File: src/rtl/tm_lif_sched.sv
// tm_lif_sched: sequenced scheduler for a time-multiplexed LIF neuron array.
// A single add/leak/compare datapath visits each neuron in index order. One
// input current is fetched per neuron through a valid/ready handshake, and the
// spike vector is published once the last neuron has been updated.
module tm_lif_sched #(
  parameter int N_NEURONS      = 8,
  parameter int WIDTH          = 8,
  parameter int DEFAULT_THRESH = 127,
  parameter int LEAK_SHIFT     = 1,
  localparam int IDX_W         = $clog2(N_NEURONS)
) (
  input  logic                 clk,
  input  logic                 rst_n,
  input  logic                 start,
  input  logic                 in_valid,
  input  logic [WIDTH-1:0]     in_current,
  output logic                 in_ready,
  output logic [IDX_W-1:0]     in_idx,
  input  logic                 cfg_we,
  input  logic [IDX_W-1:0]     cfg_addr,
  input  logic [WIDTH-1:0]     cfg_thresh,
  output logic                 busy,
  output logic [N_NEURONS-1:0] spike_vec,
  output logic                 spike_valid,
  output logic [WIDTH-1:0]     mem_out
);

  typedef enum logic [1:0] {
    S_IDLE   = 2'd0,
    S_FETCH  = 2'd1,
    S_UPDATE = 2'd2,
    S_DONE   = 2'd3
  } fsm_t;

  localparam logic [IDX_W-1:0] LAST_IDX   = IDX_W'(N_NEURONS - 1);
  localparam logic [WIDTH-1:0] THRESH_RST = WIDTH'(DEFAULT_THRESH);

  fsm_t                 fsm_reg;
  logic [IDX_W-1:0]     idx_reg;
  logic [WIDTH-1:0]     cur_reg;
  logic [WIDTH-1:0]     mem_out_reg;
  logic                 in_ready_reg;
  logic                 busy_reg;
  logic                 spike_valid_reg;
  logic [N_NEURONS-1:0] spike_vec_reg;

  // Per-neuron storage gathered into buses for the shared datapath.
  logic [N_NEURONS-1:0][WIDTH-1:0] mem_bus;
  logic [N_NEURONS-1:0][WIDTH-1:0] thresh_bus;
  logic [N_NEURONS-1:0]            spike_acc_bus;

  // Shared datapath signals for the neuron currently selected by idx_reg.
  logic [WIDTH:0]       sum_wide;
  logic [WIDTH-1:0]     sum_sat;
  logic                 spike_next;
  logic [WIDTH-1:0]     mem_next;
  logic [N_NEURONS-1:0] acc_next;

  logic start_accept;
  logic cfg_accept;
  logic update_fire;

  // Start and threshold writes are only honoured while idle, so the threshold
  // set cannot change in the middle of a timestep.
  assign start_accept = (fsm_reg == S_IDLE) && start;
  assign cfg_accept   = (fsm_reg == S_IDLE) && cfg_we;
  assign update_fire  = (fsm_reg == S_UPDATE);

  // One extra bit catches the carry so the sum can saturate instead of wrap.
  assign sum_wide   = {1'b0, cur_reg} + ({1'b0, mem_bus[idx_reg]} >> LEAK_SHIFT);
  assign sum_sat    = sum_wide[WIDTH] ? {WIDTH{1'b1}} : sum_wide[WIDTH-1:0];
  assign spike_next = (sum_sat >= thresh_bus[idx_reg]);
  assign mem_next   = spike_next ? '0 : sum_sat;

  // The last neuron's spike bit is written on the same edge the vector is
  // published, so merge it in here rather than reading the stale accumulator.
  assign acc_next = spike_acc_bus | (N_NEURONS'(spike_next) << idx_reg);

  for (genvar gi = 0; gi < N_NEURONS; gi++) begin : g_neuron
    logic [WIDTH-1:0] mem_reg;
    logic [WIDTH-1:0] thresh_reg;
    logic             spike_acc_reg;
    logic             sel;

    assign sel = (idx_reg == IDX_W'(gi));

    // Membrane, threshold and spike-accumulator bit for this neuron.
    always_ff @(posedge clk or negedge rst_n) begin
      if (!rst_n) begin
        mem_reg       <= '0;
        thresh_reg    <= THRESH_RST;
        spike_acc_reg <= 1'b0;
      end else begin
        if (cfg_accept && (cfg_addr == IDX_W'(gi))) begin
          thresh_reg <= cfg_thresh;
        end
        if (update_fire && sel) begin
          mem_reg       <= mem_next;
          spike_acc_reg <= spike_next;
        end else if (start_accept) begin
          spike_acc_reg <= 1'b0;
        end
      end
    end

    assign mem_bus[gi]       = mem_reg;
    assign thresh_bus[gi]    = thresh_reg;
    assign spike_acc_bus[gi] = spike_acc_reg;
  end

  // Timestep sequencer with all handshake and status outputs registered.
  always_ff @(posedge clk or negedge rst_n) begin
    if (!rst_n) begin
      fsm_reg         <= S_IDLE;
      idx_reg         <= '0;
      cur_reg         <= '0;
      mem_out_reg     <= '0;
      in_ready_reg    <= 1'b0;
      busy_reg        <= 1'b0;
      spike_valid_reg <= 1'b0;
      spike_vec_reg   <= '0;
    end else begin
      spike_valid_reg <= 1'b0;
      case (fsm_reg)
        S_IDLE: begin
          if (start) begin
            fsm_reg      <= S_FETCH;
            idx_reg      <= '0;
            in_ready_reg <= 1'b1;
            busy_reg     <= 1'b1;
          end
        end
        S_FETCH: begin
          if (in_valid && in_ready_reg) begin
            cur_reg      <= in_current;
            in_ready_reg <= 1'b0;
            fsm_reg      <= S_UPDATE;
          end
        end
        S_UPDATE: begin
          mem_out_reg <= mem_next;
          if (idx_reg == LAST_IDX) begin
            fsm_reg         <= S_DONE;
            spike_vec_reg   <= acc_next;
            spike_valid_reg <= 1'b1;
          end else begin
            idx_reg      <= idx_reg + IDX_W'(1);
            in_ready_reg <= 1'b1;
            fsm_reg      <= S_FETCH;
          end
        end
        S_DONE: begin
          fsm_reg  <= S_IDLE;
          busy_reg <= 1'b0;
        end
        default: begin
          fsm_reg      <= S_IDLE;
          in_ready_reg <= 1'b0;
          busy_reg     <= 1'b0;
        end
      endcase
    end
  end

  assign in_ready    = in_ready_reg;
  assign in_idx      = idx_reg;
  assign busy        = busy_reg;
  assign spike_vec   = spike_vec_reg;
  assign spike_valid = spike_valid_reg;
  assign mem_out     = mem_out_reg;

endmodule
File: config.mk
export PLATFORM = sky130hd
export DESIGN_NAME = tm_lif_sched
export DESIGN_NICKNAME = d
export VERILOG_FILES = /design/src/rtl/tm_lif_sched.sv
export SDC_FILE = /design/constraint.sdc
export NUM_CORES = 1
export LEC_CHECK = 0
export ABC_AREA = 1
export ABC_CLOCK_PERIOD_IN_PS = 8500
export BUFFER_PORTS_ARGS = -buffer_cell sky130_fd_sc_hd__buf_2
export CAP_MARGIN = 0
export CORE_MARGIN = 1.5
export CORE_UTILIZATION = 40
export DETAILED_ROUTE_END_ITERATION = 16
export SETUP_SLACK_MARGIN = 0.02
export SYNTH_ARGS = -nofsm -noshare
export SYNTH_HDL_FRONTEND = slang
export SYNTH_SLANG_ARGS = --single-unit
File: constraint.sdc
create_clock -name clk -period 8.5 [get_ports clk]
set_input_delay 0.425 -clock clk [delete_from_list [all_inputs] [get_ports clk]]
set_output_delay 0.425 -clock clk [all_outputs]
set_load 0.01 [all_outputs]
# [After elaboration in Yosys (flattened, before gate mapping)]
# Cells that the tools add are included.
[word_totals] reg_bits=168 output_inout_bits=22 elab_cells=126
[op_classes] n_addsub=2 n_lt_le_gt_ge=2 n_eq_ne=20 shift=1 mux=29 n_bitwise=1 reduce_logical=39
[op_table] operator="$bmux W8 S3" n=2
[op_table] operator="$mux W8" n=4
[op_table] operator="$eq A3 B3 Y1 const B" n=8
[op_table] operator="$reduce_bool A2 Y1" n=10
[op_table] operator="$logic_and A1 B1 Y1" n=19
[op_table] operator="$mux W1" n=14
[op_table] operator="$eq A3 B2 Y1 const B" n=4
[op_table] operator="$add A8 B7 Y9" n=1
[op_table] operator="$ge A8 B8 Y1" n=1
[op_table] operator="$or A8 B8 Y8" n=1
[op_table] operator="$pmux W2 S4" n=1
[op_table] operator="$reduce_and A2 Y1" n=4
[op_table] operator="$shl A1 B3 Y8" n=1
[op_table] operator="$eq A3 B1 Y1 const B" n=2
[op_table] operator="$logic_not A3 Y1" n=2
[op_table] operator="$mux W2" n=3
[op_table] operator="$mux W3" n=2
[op_table] operator="$ne A2 B2 Y1 const B" n=3
[op_table] operator="$pmux W3 S2" n=1
[op_table] operator="$eq A2 B2 Y1 const B" n=2
[op_table] operator="$lt A3 B4 Y1 const B" n=1
[op_table] operator="$reduce_and A4 Y1" n=1
[op_table] operator="$add A3 B1 Y3 const B" n=1
[op_table] operator="$pmux W1 S3" n=1
[op_table] operator="5 further kinds" n=5

# [Longest topological paths before layout]
[logic_depth] depth_word=7 mapped_depth=25

# [Worst setup path before layout]
# No wires, ideal clock.
[synth_timing] path_type="reg-to-reg" startpoint="register idx_reg[0] (netlist: in_idx[0])" endpoint="register g_neuron[3].spike_acc_reg" setup_ns=0.136 t_arrival_ns=3.637 setup_slack_ns=4.727 stages_incl_launch_ff=23 n_path_buf=3 period_less_slack_ns=3.773 cell_sequence="dfrtp_1 > inv_1 > buf_2 > buf_1 > nor2_1 > o22ai_1 > nand2_1 > nand2_1 > ha_1 > fa_1 > nand3_1 > nand3_1 > a21oi_2 > nand3_2 > ha_1 > nand2_1 > inv_1 > nor2_1 > o21a_1 > nand2_2 > buf_2 > nor2_1 > a21oi_1"
[synth_between] elab_chain_cells=6
[synth_rtl] element="start, declared" line_no="39" source="logic [IDX_W-1:0] idx_reg;"
[synth_rtl] element="start signal, assigned" line_no="147" source="idx_reg <= idx_reg + IDX_W'(1);"
[synth_rtl] element="$bmux W8 S3" line_no="70" source="assign sum_wide = {1'b0, cur_reg} + ({1'b0, mem_bus[idx_reg]} >> LEAK_SHIFT);"
[synth_rtl] element="$mux W8 (not written as such)" line_no="70"
[synth_rtl] element="$add A8 B7 Y9" line_no="70"
[synth_rtl] element="$mux W8" line_no="71" source="assign sum_sat = sum_wide[WIDTH] ? {WIDTH{1'b1}} : sum_wide[WIDTH-1:0];"
[synth_rtl] element="$ge A8 B8 Y1" line_no="72" source="assign spike_next = (sum_sat >= thresh_bus[idx_reg]);"
[synth_rtl] element="$mux W1" line_no="97" source="if (update_fire && sel) begin"
[synth_rtl] element="end signal, assigned" line_no="99" source="spike_acc_reg <= spike_next;"
[synth_rtl] element="end, declared" line_no="82" source="logic spike_acc_reg;"
# Parallel ways exist; a longest one is shown, timed or not. The select of a mux whose other input is x is not followed.
# A chain may end at the register's enable or synchronous reset.

# [Worst setup path after layout]
[layout_timing] startpoint="register idx_reg[0] (netlist: in_idx[0])" endpoint="register g_neuron[6].mem_reg[1]"
[layout_between] elab_chain_cells=6
[layout_rtl] element="$bmux W8 S3" line_no="70"
[layout_rtl] element="$mux W8 (not written as such)" line_no="70"
[layout_rtl] element="$add A8 B7 Y9" line_no="70"
[layout_rtl] element="$mux W8" line_no="71"
[layout_rtl] element="$ge A8 B8 Y1" line_no="72"
[layout_rtl] element="$mux W8" line_no="73" source="assign mem_next = spike_next ? '0 : sum_sat;"
[layout_rtl] element="end signal, assigned" line_no="98" source="mem_reg <= mem_next;"
[layout_rtl] element="end, declared" line_no="80" source="logic [WIDTH-1:0] mem_reg;"
# Parallel ways exist; a longest one is shown, timed or not. The select of a mux whose other input is x is not followed.

==> summary.md <==
| Metric | Value |
|---|---|
| First-pass GRT wire length | `32,400 µm` |
| Input/output buffers | `45` |
| Leak Pwr | `4.18 nW` |
| Chip height | `143 µm` |
| Inserted Clock Buffers | `17` |
| Top delay family on crit path | `simple AND/OR/NAND/NOR gates` |
| Main area contributors after synthesis | `dfrtp_1, dfstp_2, nand2_1` |
| Initial antenna violation count | `0` |
| CP Cell Sequence | `buf_4, inv_2, buf_4, o21ai_0, o22ai_1, nand2_1, nand2_1, ha_1, fa_1, nand3_1, nand3_1, a21oi_2, nand3_2, ha_1, nand2_1, inv_1, nor2_1, o21a_1, nand2_2, inv_1, nand2_1, o21ai_0` |
| Clock skew | `9.43 ps` |
| EDFF count, synth | `0` |
| Yosys warnings | `0` |
| Synth Cell Area | `0.00780 mm²` |
| Largest net degree at the start of global routing | `85` |
| Worst hold margin | `33.4 ps` |
| Via count | `6,292` |
| Chip Width | `143 µm` |
| Crit path DAT | `5530 ps` |
| Status | `completed` |
| Unique masters post-synth | `35` |
| Worst slew pin tran | `979 ps` |
| Via count of the first global-routing pass | `6,033` |
| Top-count cell post-synth | `nand2_1` |
| Final period util | `0.610` |
| Setup crit start | `in_idx[0]$_DFFE_PN0P_` |
| Drt drc | `0` |
| Synthesized Nets | `984` |
| Post-synth top cells | `nand2_1, o21ai_0, dfrtp_1, inv_1, nor2_1` |
| Worst VDD drop | `267 µV` |
| Max-slew violations | `0` |
| Setup crit start kind | `flop` |
| CP bufs+invs | `5` |
| CP Max Fanout | `70` |
| Prevailing post-synth register cell | `dfrtp_1` |
| TNS Setup | `0 ps` |
| CTS tree | `yes` |
| Unrepaired setup endpoints after global routing | `no` |
| Core area | `0.0189 mm²` |
| Final Util | `0.467` |
| Final hold violations | `0` |
| 1st-pass router iterations | `5` |
| Clock transition at the registers of the reported paths | `60 ps` |
| Hold crit path type | `primary input to async pin` |
| Grt total ovfl | `0` |
| Cells after Synth | `938` |
| Post-CTS Resized | `0` |
| CP max stage delay | `590 ps` |
| Post-DP HPWL | `12,600 µm` |
| Drt wl/cell | `16.1 µm` |
| Worst setup path category | `flop to flop` |
| Register area share after synthesis | `0.522` |
| Diode count | `0` |
| Crit end category | `flop` |
| Worst skew pair latency | `430 ps` |
| I/O Pins | `46` |
| Largest register FFs | `64` |
| GRT Total Usage | `0.208` |
| Post-synth top area cell | `dfrtp_1` |
| Post-route ant nets | `0` |
| Minimum clock period after layout | `5180 ps` |
| CP required | `8840 ps` |
| Max Clk Rate | `193 MHz` |
| Htree depth | `4` |
| Power Dens Cells | `426 mW/mm²` |
| Area grow syn2layout | `13.1%` |
| Full die area | `0.0204 mm²` |
| DR vias/cell | `5.09` |
| Setup violations, final | `0` |
| Setup Buffers After CTS | `0` |
| Flop and latch count out of synthesis | `160` |
| Clk buf depth | `2` |
| Ratio of cells with drive above 1 in the final layout | `0.176` |
| R2r startpoint | `in_idx[0]$_DFFE_PN0P_` |
| Rows | `50` |
| Post-Syn Area per Cell | `8.32 µm²` |
| Hold_buf cts | `0` |
| Placer congestion estimate | `0.852` |
| Max-Cap Viols | `0` |
| Post-synth top area share | `0.333` |
| Final wirelength | `19,900 µm` |
| Initial Utilization | `0.413` |
| Post-layout nets | `1,010` |
| DRT iter0 DRCs | `397` |
| Relative slew slack | `0.347` |
| Critical-path top delay cell | `buf_4` |
| Clk root buf | `clkbuf_16` |
| Most frequent cell on the critical path | `nand2_1` |
| Ys async rst share | `1.00` |
| Clock sinks | `160` |
per-stage QoR:
step / instances / setup slack (ps) / power [mW] / instance area (µm²)
2_1_floorplan: 938 / 4730 / 2.48 / 7800
3_3_place_gp: 1205 / 3560 / 2.94 / 8200
3_5_place_dp: 1205 / 3380 / 2.97 / 8200
4_1_cts: 1237 / 3360 / 3.79 / 8830
5_1_grt: 1237 / 2860 / 4.08 / 8830
6_report: 1237 / 3320 / 3.76 / 8830
final timing paths:
check / endpoint / slack (ps) / cells past startpoint
max in group asynchronous: g_neuron[1].thresh_reg[7]$_DFFE_PN0P_ / 7010 / 2
worst min register to register: g_neuron[6].mem_reg[7]$_DFFE_PN0P_ / 480 / 2
worst min-delay path: g_neuron[0].mem_reg[2]$_DFFE_PN0P_ / 30 / 1
worst max register to register: g_neuron[6].mem_reg[1]$_DFFE_PN0P_ / 3320 / 22
worst max-delay path: g_neuron[6].mem_reg[1]$_DFFE_PN0P_ / 3320 / 22
min in group clk: cur_reg[0]$_DFFE_PN0P_ / 200 / 3
kinds of logic after synthesis:
group	count (synthesis)	share of synthesized area
xor gates and xnor gates	3	0.00337
DFF	160	0.522
buffers and inverters	125	0.0654
and+or+nand+nor	375	0.205
AOI/OAI and AO/OA	253	0.168
adders and majority gates	22	0.0362
metal layers:
| metal | vias up | global-route usage | routed length, µm |
|---|---|---|---|
| met5 | - | 0 | 0 |
| met4 | 0 | 0.0678 | 299 |
| met3 | 23 | 0.0379 | 824 |
| met2 | 146 | 0.337 | 9490 |
| met1 | 2984 | 0.282 | 9250 |
| li1 | 3139 | - | - |
layout make-up:
cell class,instances,area [µm²]
clock inverter,8,83.8
tap,260,325
clock buffer,24,546
fill,1874,10100
sequential,160,4080
multi-input combinational,653,3220
timing repair buffer,51,277
inverter,81,304
cell usage in the layout, fill, tap and decap left out, types with 4 or more instances in the layout:
cell	instances
buf_4	6
nand2_1	253
nand3_1	18
nor2_1	62
a21oi_1	48
inv_2	4
buf_2	44
dfstp_2	56
nor3_2	5
nand4_1	14
dfrtp_1	103
o21ai_0	174
o22ai_1	18
inv_1	75
ha_1	21
o21ai_1	5
nand2_2	4
clkbuf_16	20
or2_2	8
where the power goes:
| group | internal (mW) | switching, mW |
|---|---|---|
| combinational | 0.523 | 1.17 |
| clock | 0.483 | 0.323 |
| sequential | 1.12 | 0.136 |
| total | 2.13 | 1.63 |
Power figures use the tool's default switching activity.
